--- src/rtl/au_addsub_mp.sv ---
// au_addsub_mp: multi-precision adder-subtractor sequencer.
// Operands stream in as WIDTH-bit limbs, least significant first, through one
// limb-wide add/sub datapath. Carry/borrow chains between limbs; carry-out and
// two's-complement overflow are reported with the final limb. One registered
// output stage with valid/ready on both sides.
// Optional feature macro: AU_MP_ZERO_FLAG_EN (adds out_z, all-limbs-zero flag).
module au_addsub_mp #(
  parameter int unsigned WIDTH     = 8,
  parameter int unsigned MAX_LIMBS = 16
) (
  input  logic             clk,
  input  logic             rst_n,
  input  logic             in_valid,
  output logic             in_ready,
  input  logic [WIDTH-1:0] in_a,
  input  logic [WIDTH-1:0] in_b,
  input  logic             in_ci,
  input  logic             in_add_sub,
  input  logic             in_last,
  output logic             out_valid,
  input  logic             out_ready,
  output logic [WIDTH-1:0] out_s,
  output logic             out_last,
  output logic             out_co,
  output logic             out_v,
  output logic             out_err
`ifdef AU_MP_ZERO_FLAG_EN
  ,
  output logic             out_z
`endif
);

  localparam int unsigned CW = $clog2(MAX_LIMBS + 1);

  typedef enum logic [0:0] {
    ST_FIRST = 1'b0,
    ST_MID   = 1'b1
  } state_e;

  state_e           state_q, state_d;
  logic             carry_q, carry_d;
  logic [CW-1:0]    count_q, count_d;
  logic             as_q, as_d;
  logic             out_valid_q, out_valid_d;
  logic [WIDTH-1:0] out_s_q, out_s_d;
  logic             out_last_q, out_last_d;
  logic             out_co_q, out_co_d;
  logic             out_v_q, out_v_d;
  logic             out_err_q, out_err_d;
`ifdef AU_MP_ZERO_FLAG_EN
  logic             nz_q, nz_d;
  logic             out_z_q, out_z_d;
`endif

  logic             accept;
  logic             is_first;
  logic             op_sub;
  logic             cin;
  logic [WIDTH-1:0] b_eff;
  logic [WIDTH:0]   sum;
  logic             c_out;
  logic             c_msb;
  logic             forced;
  logic             final_limb;

  // Limb datapath: operand select, add, carry and overflow extraction.
  always_comb begin
    accept     = in_valid & in_ready;
    is_first   = (state_q == ST_FIRST);
    op_sub     = is_first ? in_add_sub : as_q;
    cin        = is_first ? (in_ci ^ in_add_sub) : carry_q;
    b_eff      = in_b ^ {WIDTH{op_sub}};
    sum        = {1'b0, in_a} + {1'b0, b_eff} + {{WIDTH{1'b0}}, cin};
    c_out      = sum[WIDTH];
    // Carry into the MSB recovered from the MSB sum bit; equals cin when WIDTH=1.
    c_msb      = sum[WIDTH-1] ^ in_a[WIDTH-1] ^ b_eff[WIDTH-1];
    forced     = (count_q == CW'(MAX_LIMBS - 1));
    final_limb = in_last | forced;
  end

  // Next-state: sequencer state, carry chain, limb count and output stage.
  always_comb begin
    state_d     = state_q;
    carry_d     = carry_q;
    count_d     = count_q;
    as_d        = as_q;
    out_valid_d = out_valid_q;
    out_s_d     = out_s_q;
    out_last_d  = out_last_q;
    out_co_d    = out_co_q;
    out_v_d     = out_v_q;
    out_err_d   = out_err_q;
`ifdef AU_MP_ZERO_FLAG_EN
    nz_d        = nz_q;
    out_z_d     = out_z_q;
`endif

    if (out_valid_q && out_ready) begin
      out_valid_d = 1'b0;
    end

    if (accept) begin
      out_valid_d = 1'b1;
      out_s_d     = sum[WIDTH-1:0];
      out_last_d  = final_limb;
      out_co_d    = final_limb & c_out;
      out_v_d     = final_limb & (c_msb ^ c_out);
      out_err_d   = final_limb & ~in_last;
`ifdef AU_MP_ZERO_FLAG_EN
      out_z_d     = final_limb & ~(nz_q | (|sum[WIDTH-1:0]));
`endif
      if (final_limb) begin
        state_d = ST_FIRST;
        carry_d = 1'b0;
        count_d = '0;
`ifdef AU_MP_ZERO_FLAG_EN
        nz_d    = 1'b0;
`endif
      end else begin
        state_d = ST_MID;
        carry_d = c_out;
        count_d = count_q + CW'(1);
        if (is_first) begin
          as_d = in_add_sub;
        end
`ifdef AU_MP_ZERO_FLAG_EN
        nz_d    = nz_q | (|sum[WIDTH-1:0]);
`endif
      end
    end
  end

  // State and output registers.
  always_ff @(posedge clk or negedge rst_n) begin
    if (!rst_n) begin
      state_q     <= ST_FIRST;
      carry_q     <= 1'b0;
      count_q     <= '0;
      as_q        <= 1'b0;
      out_valid_q <= 1'b0;
      out_s_q     <= '0;
      out_last_q  <= 1'b0;
      out_co_q    <= 1'b0;
      out_v_q     <= 1'b0;
      out_err_q   <= 1'b0;
`ifdef AU_MP_ZERO_FLAG_EN
      nz_q        <= 1'b0;
      out_z_q     <= 1'b0;
`endif
    end else begin
      state_q     <= state_d;
      carry_q     <= carry_d;
      count_q     <= count_d;
      as_q        <= as_d;
      out_valid_q <= out_valid_d;
      out_s_q     <= out_s_d;
      out_last_q  <= out_last_d;
      out_co_q    <= out_co_d;
      out_v_q     <= out_v_d;
      out_err_q   <= out_err_d;
`ifdef AU_MP_ZERO_FLAG_EN
      nz_q        <= nz_d;
      out_z_q     <= out_z_d;
`endif
    end
  end

  assign in_ready  = ~out_valid_q | out_ready;
  assign out_valid = out_valid_q;
  assign out_s     = out_s_q;
  assign out_last  = out_last_q;
  assign out_co    = out_co_q;
  assign out_v     = out_v_q;
  assign out_err   = out_err_q;
`ifdef AU_MP_ZERO_FLAG_EN
  assign out_z     = out_z_q;
`endif

endmodule

--- config.mk ---
export PLATFORM = sky130hd
export DESIGN_NAME = au_addsub_mp
export DESIGN_NICKNAME = d
export VERILOG_FILES = /design/src/rtl/au_addsub_mp.sv
export SDC_FILE = /design/constraint.sdc
export NUM_CORES = 1
export LEC_CHECK = 0
export CELL_PAD_IN_SITES_DETAIL_PLACEMENT = 0
export CELL_PAD_IN_SITES_GLOBAL_PLACEMENT = 1
export CORE_UTILIZATION = 25
export DETAILED_ROUTE_END_ITERATION = 8
export HOLD_SLACK_MARGIN = 0.05
export PLACE_DENSITY = 0.63
export SETUP_SLACK_MARGIN = 0.4
export SLEW_MARGIN = 5
export SYNTH_ARGS = -nofsm -noshare
export SYNTH_HDL_FRONTEND = slang
export SYNTH_SLANG_ARGS = --single-unit
export TNS_END_PERCENT = 100
--- constraint.sdc ---
create_clock -name clk -period 3.2 [get_ports clk]
set_input_delay 0.8 -clock clk [delete_from_list [all_inputs] [get_ports clk]]
set_output_delay 0.8 -clock clk [all_outputs]
set_load 0.005 [all_outputs]
==> impl_metrics.toml <==
[run_status]
status = "complete, no violations"

[logic_synthesis]
syn_avg_cell_area_um2 = 9.711
synth_warnings = 0
yosys-top-cells-area = "dfrtp_1, ha_1, nand2_1, o21ai_0, xnor2_1"
ys_top_cells_by_count = "dfrtp_1, nand2_1, o21ai_0"
ys_types = 31
synthesis.nets = 168
syn_area_um2 = 1301
synth-async-reset-ratio_pct = 100.0
synth_edf_count = 0
synth_top_cell_by_area = "dfrtp_1"
ys_seq_area_share_pct = 40.38
synth_ff_type = "dfrtp_1"
netlist.area_leader.share_pct = 40.38
ys_ff_latch = 21
synth_most_common_cell = "dfrtp_1"
syn_inst = 134

[critical_path]
start_kind = "input port"
worstSetupStartpoint = "in_add_sub"
rrSetupSlack_ps = 540
cp_max_fo = 5
critical_path.endpoint_type = "register"
path_delay_family = "XOR/XNOR gates"
cp_num_buf_inv = 2
worstSetupPathType = "input port to register"
crit-reg2reg-launch = "state_q"
worstPathRequired_ps = 3390
cpPeakStageDelay_ps = 340
cp_cell_sequence = "buf_2 > mux2i_4 > buf_4 > xnor2_1 > ha_1 > a21o_1 > or3_1 > o22a_1 > xnor2_2 > xnor3_1 > o21ai_1"
crit_arrival_ps = 2940
critPathSlowestCell = "xnor3_1"

[grt]
antenna_found_initial = 0
grt_pass1_wl_um = 5071
gr-usage-all-layers_pct = 12.32
grt_pass1_vias = 1116
grt_max_degree = 22
overflow = 0

[timing]
final-hold-violation-count = 0
fmax_mhz = 363.5
worst_pin_slew_ps = 291.8
period_needed_ps = 2751
setup_violations = 0
maxSlewViolCount = 0
rsz0062_at_grt = "true"
max_slew_margin_pct = 80.55
finalCritPeriodShare_pct = 85.97
hold-worst-slack_ps = 480.4
setup_tns_ps = 0
finClkSkew_ps = 6.138

[cts]
cts.htree.levels = 1
cts_tree = "yes"
clock_latency_ps = 260
numCtsBuffers = 3
postCtsHoldBufs = 0
cts_buffer_depth = 2
cts_sinks = 21
cts-root-buf = "clkbuf_8"
clk_pin_slew_ps = 80

[run]
max-cap-violations = 0

[place]
detailed_place_hpwl_um = 2337
numPortBuffers = 36
place_congestion = 0.7852

[route]
wirelength_um = 2987
drtIter0Drc = 35
drc = 0
dr.pass1.iters = 4
vias = 1131
wire_per_inst_um = 11.81
postRouteAntennaNets = 0
avgViaCountPerCell = 4.470

[min_path]
hold_start = "out_err"
min_path_type = "register to register"

[floorplan]
die_area_um2 = 5497
die_y_um = 74.15
start_util_pct = 26.67
fp.coreArea_um2 = 4880
die_x_um = 74.15
io_pins = 37
rows = 25

[cells_and_area]
utilization_pct = 39.23
layout-drive-gt1-share_pct = 16.13
n_antenna_cell = 0
area_growth_pct = 47.12
num-nets-final = 221

[power]
p_leak_nw = 0.8509
ir_drop_v = 0.0001966
power_density_nw_per_um2 = 551.5
[logic make-up after synthesis]
kind of cell | count (synthesis) | share of synthesized area, %
AO/OA/AOI/OAI | 34 | 16.06
XOR/XNOR | 15 | 11.73
adder cells (fa/ha/maj) | 11 | 11.73
buffers and inverters | 11 | 3.173
flip-flops | 21 | 40.38
multiplexers | 1 | 1.731
AND/OR/NAND/NOR | 41 | 15.19
[flip-flops by register name, indices dropped and copies added (netlist names)]
register / count
out_valid: 1
carry_q: 1
count_q: 5
out_last: 1
out_co: 1
as_q: 1
out_v: 1
out_err: 1
out_s: 8
state_q: 1
[worst paths after layout]
| kind | depth (start not counted) | to |
|---|---|---|
| setup reg to reg | 10 | out_v |
| min in group asynchronous | 2 | out_last |
| hold reg to reg | 2 | out_err |
| max in group asynchronous | 2 | carry_q |
| hold / removal | 2 | out_err |
| setup / recovery | 11 | out_v |
[metal layers]
metal | wire length [um] | GRT usage (%) | vias up
li1 | - | - | 562
met1 | 1381 | 15.34 | 535
met2 | 1438 | 21.52 | 30
met3 | 140 | 2.304 | 4
met4 | 27 | 3.846 | 0
met5 | 0 | 0 | -
[tightest hold or removal path: cells and delay by family (launching register included)]
family | cells | cell delay [ps]
AND/OR/NAND/NOR | 1 | 50
AO/OA/AOI/OAI | 1 | 60
flip-flops | 1 | 350
[cell usage in the layout, fill, tap and decap left out]
master / count
xnor3_1: 1
o31ai_1: 4
xor2_2: 1
xnor2_2: 1
clkbuf_1: 1
fa_2: 2
nand3_1: 1
or3_1: 2
nand2_1: 19
o21ai_0: 12
clkdlybuf4s50_1: 32
a21oi_2: 2
ha_1: 9
nand2b_4: 1
o21ai_1: 5
and3_1: 2
or2_1: 1
and2_1: 1
buf_4: 16
o22ai_2: 1
dfrtp_1: 21
a21oi_1: 2
buf_2: 1
a21o_1: 1
o21a_1: 5
nor2_1: 4
xnor2_1: 8
inv_1: 7
xor2_1: 4
nand2b_1: 5
o22a_1: 1
or2_2: 1
clkbuf_8: 3
dlygate4sd2_1: 3
nor3_1: 1
or4_1: 1
o211ai_1: 1
nor2b_1: 2
mux2i_4: 1
[where the power goes]
| group | switching (mW) | internal [mW] | leakage (nW) |
|---|---|---|---|
| clock | 0.0901 | 0.0888 | 0.0228 |
| sequential | 0.0405 | 0.327 | 0.266 |
| combinational | 0.204 | 0.306 | 0.562 |
| total | 0.334 | 0.721 | 0.851 |
[per-stage QoR]
stage / total power [mW] / instance area [um^2] / setup slack [ps] / std cells
after floorplan: 0.6381 / 1310 / 336.0 / 134
after global placement: 0.8697 / 1844 / -150.7 / 247
after detailed placement: 0.8747 / 1844 / -196.0 / 247
after CTS: 1.073 / 1899 / 380.1 / 252
after global routing: 1.136 / 1914 / 326.4 / 253
final: 1.056 / 1914 / 448.9 / 253
[area by class of cell]
cell class | count | area, um^2
Tap cell | 67 | 83.83
Multi-Input combinational cell | 102 | 762.0
Timing Repair Buffer | 52 | 471.7
Fill cell | 495 | 2965
Sequential cell | 21 | 525.5
Inverter | 7 | 26.28
Clock buffer | 4 | 45.04
[timing repair]
item	in CTS	in global routing
hold endpoints to repair	0	0
setup endpoints to repair	5	5
pin swaps	9	5
gates resized for setup	9	2
buffers inserted	1	1
No activity file was read; power rests on OpenSTA's default activity.
